<file path="src/rtl/sha256_pkg.sv">
// Shared SHA-256 padding constants, padder FSM state type and block-count helper.
// Latency: n/a (package only).
// Backpressure: n/a (package only).
package sha256_pkg;

    // Size of one SHA-256 message block and of the trailing length field.
    localparam int SHA_BLOCK_BITS  = 512;
    localparam int SHA_BLOCK_BYTES = SHA_BLOCK_BITS / 8;
    localparam int SHA_LEN_BITS    = 64;
    localparam int SHA_LEN_BYTES   = SHA_LEN_BITS / 8;

    // Padder job sequence: capture request, build padded image, stream blocks, report.
    typedef enum logic [1:0] {
        ST_IDLE = 2'd0,
        ST_LOAD = 2'd1,
        ST_EMIT = 2'd2,
        ST_DONE = 2'd3
    } pad_state_t;

    // Number of 512-bit blocks needed for a message of len_bytes bytes once the
    // 0x80 marker and the 8-byte length field have been appended.
    function automatic int unsigned sha_num_blocks(input int unsigned len_bytes);
        return (len_bytes + SHA_LEN_BYTES) / SHA_BLOCK_BYTES + 1;
    endfunction

endpackage

</file>
<file path="src/rtl/sha256_block_sel.sv">
// Selects one 512-bit block out of the registered padded image by block index.
// Latency: purely combinational, zero cycles.
// Backpressure: none; the caller holds the index stable while a block is stalled.
module sha256_block_sel
    import sha256_pkg::*;
#(
    parameter int NUM_BLOCKS = 2,
    parameter int IDX_W      = 2
) (
    input  logic [NUM_BLOCKS*SHA_BLOCK_BITS-1:0] i_img,
    input  logic [IDX_W-1:0]                     i_idx,
    output logic [SHA_BLOCK_BITS-1:0]            o_block
);

    // Block 0 sits at the image MSBs; an index past the last block yields zeros.
    always_comb begin
        o_block = '0;
        for (int b = 0; b < NUM_BLOCKS; b++) begin
            if (i_idx == IDX_W'(b)) begin
                o_block = i_img[(NUM_BLOCKS-b)*SHA_BLOCK_BITS-1 -: SHA_BLOCK_BITS];
            end
        end
    end

endmodule

</file>
<file path="src/rtl/sha256_padder.sv">
// SHA-256 message padder: latches a message, builds its padded image, streams 512-bit blocks.
// Latency: first block_valid two cycles after start; done one cycle after the last transfer.
// Backpressure: block_valid/out/idx/last held until block_ready; optional byte masking via SHA256_PAD_MASK_EN.
module sha256_padder
    import sha256_pkg::*;
#(
    parameter  int MAX_MSG_BYTES = 80,
    localparam int MAX_BLOCKS    = (MAX_MSG_BYTES + 8) / 64 + 1,
    localparam int LEN_W         = $clog2(MAX_MSG_BYTES + 2),
    localparam int IDX_W         = $clog2(MAX_BLOCKS + 1)
) (
    input  logic                       clk,
    input  logic                       rst,
    input  logic [MAX_MSG_BYTES*8-1:0] msg_in,
    input  logic [LEN_W-1:0]           msg_len,
    input  logic                       start,
    output logic [SHA_BLOCK_BITS-1:0]  block_out,
    output logic                       block_valid,
    input  logic                       block_ready,
    output logic                       block_last,
    output logic [IDX_W-1:0]           block_idx,
    output logic                       busy,
    output logic                       done,
    output logic                       error
);

    localparam int          IMG_BITS  = MAX_BLOCKS * SHA_BLOCK_BITS;
    localparam int unsigned IMG_BYTES = IMG_BITS / 8;
    localparam int          MSG_BITS  = MAX_MSG_BYTES * 8;

    pad_state_t                r_state;
    pad_state_t                w_state_nxt;

    logic [MSG_BITS-1:0]       r_msg;
    logic [LEN_W-1:0]          r_len;
    logic [IMG_BITS-1:0]       r_img;
    logic [IDX_W-1:0]          r_idx;
    logic [IDX_W-1:0]          r_last_idx;
    logic                      r_err;

    logic [31:0]               w_len_i;
    logic                      w_len_bad;
    logic [31:0]               w_nblk;
    logic [31:0]               w_len_end;
    logic [SHA_LEN_BITS-1:0]   w_lenfield;
    logic [IMG_BITS-1:0]       w_msg_ext;
    logic [IMG_BITS-1:0]       w_img;
    logic [SHA_BLOCK_BITS-1:0] w_sel_block;
    logic                      w_xfer;

    // Length-derived quantities; the shift by 3 into a 64-bit field cannot overflow.
    assign w_len_i    = 32'(r_len);
    assign w_len_bad  = (w_len_i > 32'(MAX_MSG_BYTES));
    assign w_nblk     = sha_num_blocks(w_len_i);
    assign w_len_end  = w_nblk * 32'(SHA_BLOCK_BYTES);
    assign w_lenfield = {29'd0, w_len_i, 3'b000};
    assign w_msg_ext  = {r_msg, {(IMG_BITS-MSG_BITS){1'b0}}};

    // Build the padded image byte by byte: message, 0x80 marker, zeros, 64-bit bit length.
    always_comb begin
        w_img = '0;
        for (int unsigned k = 0; k < IMG_BYTES; k++) begin
            logic [7:0] v_byte;
            logic [2:0] v_off;
`ifdef SHA256_PAD_MASK_EN
            v_byte = (k < w_len_i) ? w_msg_ext[IMG_BITS-1-8*k -: 8] : 8'h00;
`else
            v_byte = w_msg_ext[IMG_BITS-1-8*k -: 8];
`endif
            v_off = 3'(w_len_end - 32'd1 - k);
            if (k == w_len_i) begin
                v_byte = 8'h80;
            end
            if ((k + 32'(SHA_LEN_BYTES) >= w_len_end) && (k < w_len_end)) begin
                v_byte = w_lenfield[8*v_off +: 8];
            end
            w_img[IMG_BITS-1-8*k -: 8] = v_byte;
        end
    end

    // State register.
    always_ff @(posedge clk) begin
        if (rst) begin
            r_state <= ST_IDLE;
        end else begin
            r_state <= w_state_nxt;
        end
    end

    // Next-state and status outputs decoded from the current state.
    always_comb begin
        w_state_nxt = r_state;
        block_valid = 1'b0;
        busy        = 1'b1;
        done        = 1'b0;
        error       = 1'b0;
        w_xfer      = 1'b0;
        unique case (r_state)
            ST_IDLE: begin
                busy = 1'b0;
                if (start) begin
                    w_state_nxt = ST_LOAD;
                end
            end
            ST_LOAD: begin
                w_state_nxt = w_len_bad ? ST_DONE : ST_EMIT;
            end
            ST_EMIT: begin
                block_valid = 1'b1;
                w_xfer      = block_ready;
                if (block_ready && (r_idx == r_last_idx)) begin
                    w_state_nxt = ST_DONE;
                end
            end
            ST_DONE: begin
                done        = 1'b1;
                error       = r_err;
                w_state_nxt = ST_IDLE;
            end
            default: begin
                w_state_nxt = ST_IDLE;
            end
        endcase
    end

    // Job datapath: capture request in IDLE, register image in LOAD, advance index per transfer.
    always_ff @(posedge clk) begin
        if (rst) begin
            r_msg      <= '0;
            r_len      <= '0;
            r_img      <= '0;
            r_idx      <= '0;
            r_last_idx <= '0;
            r_err      <= 1'b0;
        end else begin
            if (r_state == ST_IDLE && start) begin
                r_msg <= msg_in;
                r_len <= msg_len;
                r_err <= 1'b0;
            end
            if (r_state == ST_LOAD) begin
                r_idx <= '0;
                r_err <= w_len_bad;
                if (!w_len_bad) begin
                    r_img      <= w_img;
                    r_last_idx <= IDX_W'(w_nblk - 32'd1);
                end
            end
            if (w_xfer) begin
                r_idx <= r_idx + 1'b1;
            end
        end
    end

    sha256_block_sel #(
        .NUM_BLOCKS (MAX_BLOCKS),
        .IDX_W      (IDX_W)
    ) u_block_sel (
        .i_img   (r_img),
        .i_idx   (r_idx),
        .o_block (w_sel_block)
    );

    // Block outputs are only driven while a block is on offer.
    assign block_out  = block_valid ? w_sel_block : '0;
    assign block_last = block_valid && (r_idx == r_last_idx);
    assign block_idx  = r_idx;

endmodule

</file>
<file path="config.mk">
export PLATFORM = sky130hd
export DESIGN_NAME = sha256_padder
export DESIGN_NICKNAME = d
export VERILOG_FILES = /design/src/rtl/sha256_pkg.sv /design/src/rtl/sha256_block_sel.sv /design/src/rtl/sha256_padder.sv
export SDC_FILE = /design/constraint.sdc
export NUM_CORES = 2
export LEC_CHECK = 0
export ABC_AREA = 1
export BUFFER_PORTS_ARGS = -buffer_cell sky130_fd_sc_hd__clkbuf_2
export CAP_MARGIN = 20
export CORE_AREA = 2 2 459 461
export DETAILED_ROUTE_END_ITERATION = 8
export DIE_AREA = 0 0 461 463
export HOLD_SLACK_MARGIN = 0.03
export PLACE_DENSITY = 0.45
export REMOVE_ABC_BUFFERS = 1
export SLEW_MARGIN = 5
export SYNTH_ARGS = -nofsm -noshare
export SYNTH_HDL_FRONTEND = slang
export SYNTH_SLANG_ARGS = --single-unit
export TNS_END_PERCENT = 10
</file>
<file path="constraint.sdc">
create_clock -name clk -period 3.8 [get_ports clk]
set_clock_uncertainty 0.15 [all_clocks]
set_input_delay 0 -clock clk [delete_from_list [all_inputs] [get_ports clk]]
set_output_delay 0 -clock clk [all_outputs]
set_load 0.01 [all_outputs]
</file>
Word level (Yosys, flattened, before mapping)

Cells that the tools add are included.

$add $sub $neg: 132
$lt $le $gt $ge: 257
Eq/ne operators: 134
Shifts and indexed selects: 128
Multiplexer cells: 272
Bitwise operators: 1
Reductions and logical operators: 138

Operators by type and width:

| operator                                                                            | number |
|---|---|
| 64-bit by 7-bit indexed part select with 8-bit output                               | 128 |
| 8-bit two-way mux                                                                   | 256 |
| 512-bit two-way mux                                                                 | 3 |
| 7-bit by 9-bit greater-or-equal comparator with 1-bit output (first input constant) | 64 |
| 7-bit by 9-bit < comparator with 1-bit output (first input constant)                | 64 |
| 7-bit == test (first input constant)                                                | 64 |
| 6-bit by 9-bit greater-or-equal comparator with 1-bit output (first input constant) | 32 |
| 6-bit by 9-bit < comparator with 1-bit output (first input constant)                | 32 |
| 6-bit by 7-bit == test with 1-bit output (first input constant)                     | 32 |
| 3-bit subtractor (second input constant)                                            | 63 |
| 5-bit by 9-bit greater-or-equal comparator with 1-bit output (first input constant) | 16 |
| 5-bit by 9-bit < comparator with 1-bit output (first input constant)                | 16 |
| 1-bit logical AND                                                                   | 131 |
| 5-bit by 7-bit == test with 1-bit output (first input constant)                     | 16 |
| 3-bit by 1-bit subtractor with 3-bit output (second input constant)                 | 32 |
| 3-bit by 2-bit subtractor with 3-bit output (second input constant)                 | 32 |
| 4-bit by 9-bit greater-or-equal comparator with 1-bit output (first input constant) | 8 |
| 8-bit by 9-bit greater-or-equal comparator with 1-bit output (first input constant) | 8 |
| 4-bit by 9-bit < comparator with 1-bit output (first input constant)                | 8 |
| 4-bit by 7-bit == test with 1-bit output (first input constant)                     | 8 |
| 3-bit by 9-bit < comparator with 1-bit output (first input constant)                | 4 |
| 32-bit zero test                                                                    | 1 |
| 3-bit by 7-bit == test with 1-bit output (first input constant)                     | 4 |
| 1-bit by 9-bit < comparator with 1-bit output (first input constant)                | 2 |
| 20 further kinds                                                                    | 38 |

Register bits after elaboration: 1678
Bits of input ports: 651
Output and inout port bits: 519
Word-level logic and storage cells: 1069

Depth between registers and ports, before layout

Depth after elaboration: 5
Depth in mapped cells: 13
Gate-level depth less buffers: 10

Cells and area by module

From an unflattened synthesis, not the netlist that was laid out.

Cells, all modules: 8749
Area total of the unflattened synthesis: 58708.8 sq um

By module, submodules not included:

| module           | instances | cells each | area each (sq um) | seq. area each (sq um) |
|---|---|---|---|---|
| sha256_padder    | 1         | 7042       | 51162.8           | 26985.9 |
| sha256_block_sel | 1         | 1707       | 7546.0            | 0.0 |

Worst setup path after synthesis

No wires, ideal clock.

Path type: reg-to-reg
Start point: reg r_len[4]
End point: reg r_img[560]
Setup time: 0.074 ns
Arrival time: 1.763 ns
Data required time: 3.576 ns
Setup slack: 1.812 ns
Cell stages (with the launch flop): 10
Buffers on the path: 2
Period minus slack after synthesis: 1.988 ns
Cell sequence: dfxtp_1 > nand2_1 > o21ai_0 > nand2_1 > ha_1 > clkbuf_1 > clkbuf_1 > nor2_1 > nand4_1 > o21ai_0

Longest elaborated chain between the ends: 5
Elaborated cells on any way between the ends: 11
Those cells by class: add/sub (2); order compare (3); eq/ne (1); mux (2); bitwise (1); reduce/logical (2)

Ends and longest elaborated chain:

| element                                                                                                                       | line                 | source |
|---|---|---|
| from (decl)                                                                                                                   | sha256_padder.sv:35  | `logic [LEN_W-1:0] r_len;` |
| from (signal assigned)                                                                                                        | sha256_padder.sv:138 | `r_len <= msg_len;` |
| 7-bit by 4-bit adder with 8-bit output                                                                                        | sha256_pkg.sv:23     | `return (len_bytes + SHA_LEN_BYTES) / SHA_BLOCK_BYTES + 1;` |
| 2-bit by 1-bit adder with 3-bit output                                                                                        | sha256_pkg.sv:23     |  |
| 7-bit by 9-bit greater-or-equal comparator with 1-bit output or 6-bit by 9-bit < comparator with 1-bit output (tied branches) | sha256_padder.sv:74  | `if ((k + 32'(SHA_LEN_BYTES) >= w_len_end) && (k < w_len_end)) begin` |
| 1-bit logical AND                                                                                                             | sha256_padder.sv:74  |  |
| 8-bit two-way mux                                                                                                             | sha256_padder.sv:74  |  |
| to (signal assigned)                                                                                                          | sha256_padder.sv:145 | `r_img <= w_img;` |
| to (decl)                                                                                                                     | sha256_padder.sv:36  | `logic [IMG_BITS-1:0] r_img;` |

Several ways; a longest one is shown, not always the timed one.
A chain may end at the register's enable or synchronous reset.

Worst setup path after layout

Start point: reg r_state[0]
End point: out block_out[443]

Longest elaborated chain between the ends: 3

Ends and longest elaborated chain:

| element                | line                 | source |
|---|---|---|
| from (decl)            | sha256_padder.sv:31  | `pad_state_t r_state;` |
| from (signal assigned) | sha256_padder.sv:86  | `r_state <= w_state_nxt;` |
| 2-bit == test          | sha256_padder.sv:98  | `unique case (r_state)` |
| 1-bit two-way mux      | sha256_padder.sv:98  |  |
| 512-bit two-way mux    | sha256_padder.sv:165 | `assign block_out = block_valid ? w_sel_block : '0;` |
| to (decl)              | sha256_padder.sv:17  | `output logic [SHA_BLOCK_BITS-1:0] block_out,` |

No other way between the ends.

==> impl_summary.md <==
Routing
The via count is 58589. The first detailed-routing pass ran for 6 iterations. After the first detailed-routing iteration, the DRC count stood at between 4000 and 5000. The count of antenna-violating nets left after detailed routing is 0. In the final routed layout, each cell accounts on average for 20.7 um. The final layout contains routed wiring with a total length of between 200 and 300 mm. The count of unresolved DRC violations after routing is 0. Dividing the detail-routed via count by the number of cells gives between 4 and 5.

Logic synthesis
Synthesis instantiated 27 different standard cells from the library. The warning count from the yosys run is 0. The sequential element share of the synthesized area is 0.513. Sorting the synthesized cells by area gives the leading types as sky130_fd_sc_hd__dfxtp_1 (51%), sky130_fd_sc_hd__nor2_1 (9.8%), sky130_fd_sc_hd__o21ai_0 (7.8%), sky130_fd_sc_hd__nand3_1 (4.9%), sky130_fd_sc_hd__o22ai_1 (4.8%). The post-synthesis instance total is 6846.

Of the post-synthesis cell area, the dominant cell type holds 0.513. The post-synthesis cell type with the largest combined area is sky130_fd_sc_hd__dfxtp_1. The mapped netlist covers 52600 um^2. After synthesis, the mean cell area works out to just under 8 um^2. Synthesis inferred around 1300 register bits.

STA
The period utilization is 0.938. Based on the critical path, the design can be clocked at up to 281 MHz. Setup repair after global routing left no endpoint under its margin. Setup total negative slack on the finished layout was measured at 0 ps. The count of endpoints failing hold in the final timing report came to 0. Setup violations remaining at the end of the flow were counted as 0. The smallest clock period supported by the final layout is computed as roughly 3600 ps. The number of pins with negative max-slew slack in the final report is 0. The pin slew with the least headroom to its limit is between 1000 and 1500 ps. Headroom to the max-slew limit came out at 0.0895.

Floorplan
The I/O pin count is approximately 1200. The vertical die dimension is between 400 and 500 um. The die area is around 210000 um^2.

The core region is between 200000 and 250000 um^2. The initial utilization of the core area, before any placement, comes to 0.252. In this run the horizontal extent of the chip is approximately 460 um. The total number of placement rows is about 170.

Clocking
The clock passes through at most 3 buffers. The tree is rooted in a sky130_fd_sc_hd__clkbuf_16. Clock-pin slew was measured on the worst setup and hold paths at ~60 ps.

The clock latency on the worst-skew pair is 810 ps. After clock tree synthesis, the setup repair step added 0 buffers. CTS built an H-tree with a depth of 4. The TritonCTS clock tree is yes. After clock tree synthesis, the repair step resized 0 gates.

The number of hold buffers added after cts is approximately 1600. The clock net sink count is approximately 1300. Buffers inserted during clock tree synthesis total between 150 and 200.

Finish
The layout cell share with drive strength beyond 1 is 0.168. Leaving out fill and tap cells, the most frequent cells in the layout are sky130_fd_sc_hd__dlygate4sd3_1 (1568), sky130_fd_sc_hd__nor2_1 (1367), sky130_fd_sc_hd__dfxtp_1 (1348). The area growth from synthesis to layout is 56.2%. Fill cells in the final layout number ~21000. The count of cells in the finished layout, fillers not included, comes to between 10000 and 15000. Leaving out fill and tap cells, the most frequent cell in the layout is sky130_fd_sc_hd__dlygate4sd3_1.

The final layout contains just under 10000 nets.

Worst setup path
The critical setup path kind is flop to output pin. The category of the worst setup path launch point is a flop. The required time of the critical path is 3650 ps. The data arrival time of the critical path is between 3000 and 4000 ps. Along the worst path, the maximum fanout reaches 56. The capturing element type of the critical path is an output pin.

Global routing
The first global-routing pass estimated 369 mm of wire. The global route total overflow is 0. The via count of the first global-routing pass came to 57806.

Across every metal layer, demand over resource in global routing totals 0.226. The number of antenna violations at the first check in global routing was 56. Entering global routing, the biggest net connects 188 pins.

Worst hold path
The path type of the worst min-delay path is input pin to flop.

Outcome
The flow ran to the end, and the final reports show no timing, DRC or antenna violations.

Power and ir drop
Dividing total power by cell area gives a power density of around 630 nW/um^2. The worst-case IR drop observed on VDD is between 0.4 and 0.5 mV. Summed over all cells, the static leakage comes to about 32 nW.

Placed design
Including well taps, the total number of placed cells is about 10000. After legalization and detailed placement, the total HPWL measured 161 mm. In this run the tool buffered the top-level ports with about 1200 buffer cells. At the end of routability-driven placement, the weighted congestion stood at 0.853.

Job
Max-cap violations in this run came to 0.
## logic make-up after synthesis
group	synth area share
XOR/XNOR	0.000333
AO/OA/AOI/OAI	0.193
buffers and inverters	0.0883
flip-flops	0.513
AND/OR/NAND/NOR	0.203
adder cells (fa/ha/maj)	0.00214
## synth_stat cells
cell type	n
sky130_fd_sc_hd__nand2_2	2
sky130_fd_sc_hd__ha_1	9
sky130_fd_sc_hd__nand3_1	518
sky130_fd_sc_hd__buf_6	22
sky130_fd_sc_hd__o211ai_1	1
sky130_fd_sc_hd__a21boi_1	1
sky130_fd_sc_hd__xnor2_1	2
sky130_fd_sc_hd__o21ai_0	818
sky130_fd_sc_hd__o22ai_1	402
sky130_fd_sc_hd__nor2_1	1373
sky130_fd_sc_hd__a22oi_1	5
sky130_fd_sc_hd__nand4_1	49
sky130_fd_sc_hd__nand2_4	3
sky130_fd_sc_hd__inv_2	7
sky130_fd_sc_hd__nor3_1	333
sky130_fd_sc_hd__buf_2	73
sky130_fd_sc_hd__a211oi_1	166
sky130_fd_sc_hd__or2_2	1
sky130_fd_sc_hd__buf_4	36
sky130_fd_sc_hd__a21oi_1	351
sky130_fd_sc_hd__dfxtp_1	1348
sky130_fd_sc_hd__nor2_2	7
sky130_fd_sc_hd__nand2_1	224
sky130_fd_sc_hd__clkbuf_1	456
sky130_fd_sc_hd__buf_1	16
sky130_fd_sc_hd__o21ai_1	101
sky130_fd_sc_hd__inv_1	522
## state kept, by name, indices dropped and copies added (netlist names)
register	count
r_msg	640
r_err	1
r_last_idx	2
r_img	694
block_idx	2
r_len	7
r_state	2
## through the flow
step                instance area, um^2  worst slack [ps]  hold slack (ps)  power [W]   util
floorplan                         49900            -23570            -80.9     0.0245      -
global placement                  60800               760             98.8     0.0339  0.292
detailed placement                60800               706              105     0.0340  0.292
CTS                               82000              95.5             35.2     0.0521  0.393
global route                      82100              32.5             93.6     0.0546  0.394
finish                            82100               236             99.8     0.0516  0.394
## power breakdown
part	internal [W]	switching [W]
clock	0.00952	0.00658
sequential	0.0176	0.00171
combinational	0.00553	0.0107
## routing by layer
| layer | global-route usage | share of wire | vias up |
|---|---|---|---|
| li1 | - | - | 27978 |
| met1 | 0.290 | 0.43 | 28230 |
| met2 | 0.371 | 0.46 | 1939 |
| met3 | 0.0437 | 0.062 | 418 |
| met4 | 0.0887 | 0.039 | 24 |
| met5 | 0 | 0.00058 | - |
## final timing paths
check                   start        endpoint  slack, ps  cells past startpoint
setup / recovery   r_state[0]  block_out[443]        240                      7
hold / removal    msg_in[610]      r_msg[610]        100                      4
setup reg to reg   r_state[0]      r_msg[583]        590                      8
hold reg to reg    r_img[287]      r_img[287]        290                      2
## worst max-delay path, stage by stage, from the launching register on
cell                       delay [ps]
sky130_fd_sc_hd__dfxtp_1          350
sky130_fd_sc_hd__inv_1            130
sky130_fd_sc_hd__ha_2             220
sky130_fd_sc_hd__buf_4            400
sky130_fd_sc_hd__inv_6            360
sky130_fd_sc_hd__buf_12           310
sky130_fd_sc_hd__a211oi_1         540
sky130_fd_sc_hd__clkbuf_2         240
## layout make-up
cell class              count  area [um^2]  share of cell area
flip-flops and latches   1348        27000               0.329
repair buffers           2848        22900               0.279
multi-input cells        4366        21100               0.257
clock buffers             252         5000              0.0609
well taps                2805         3510              0.0427
inverters                 529         2010              0.0245
clock inverters            43          508             0.00619
diodes                     31         77.6            0.000945
Power figures use the tool's default switching activity.
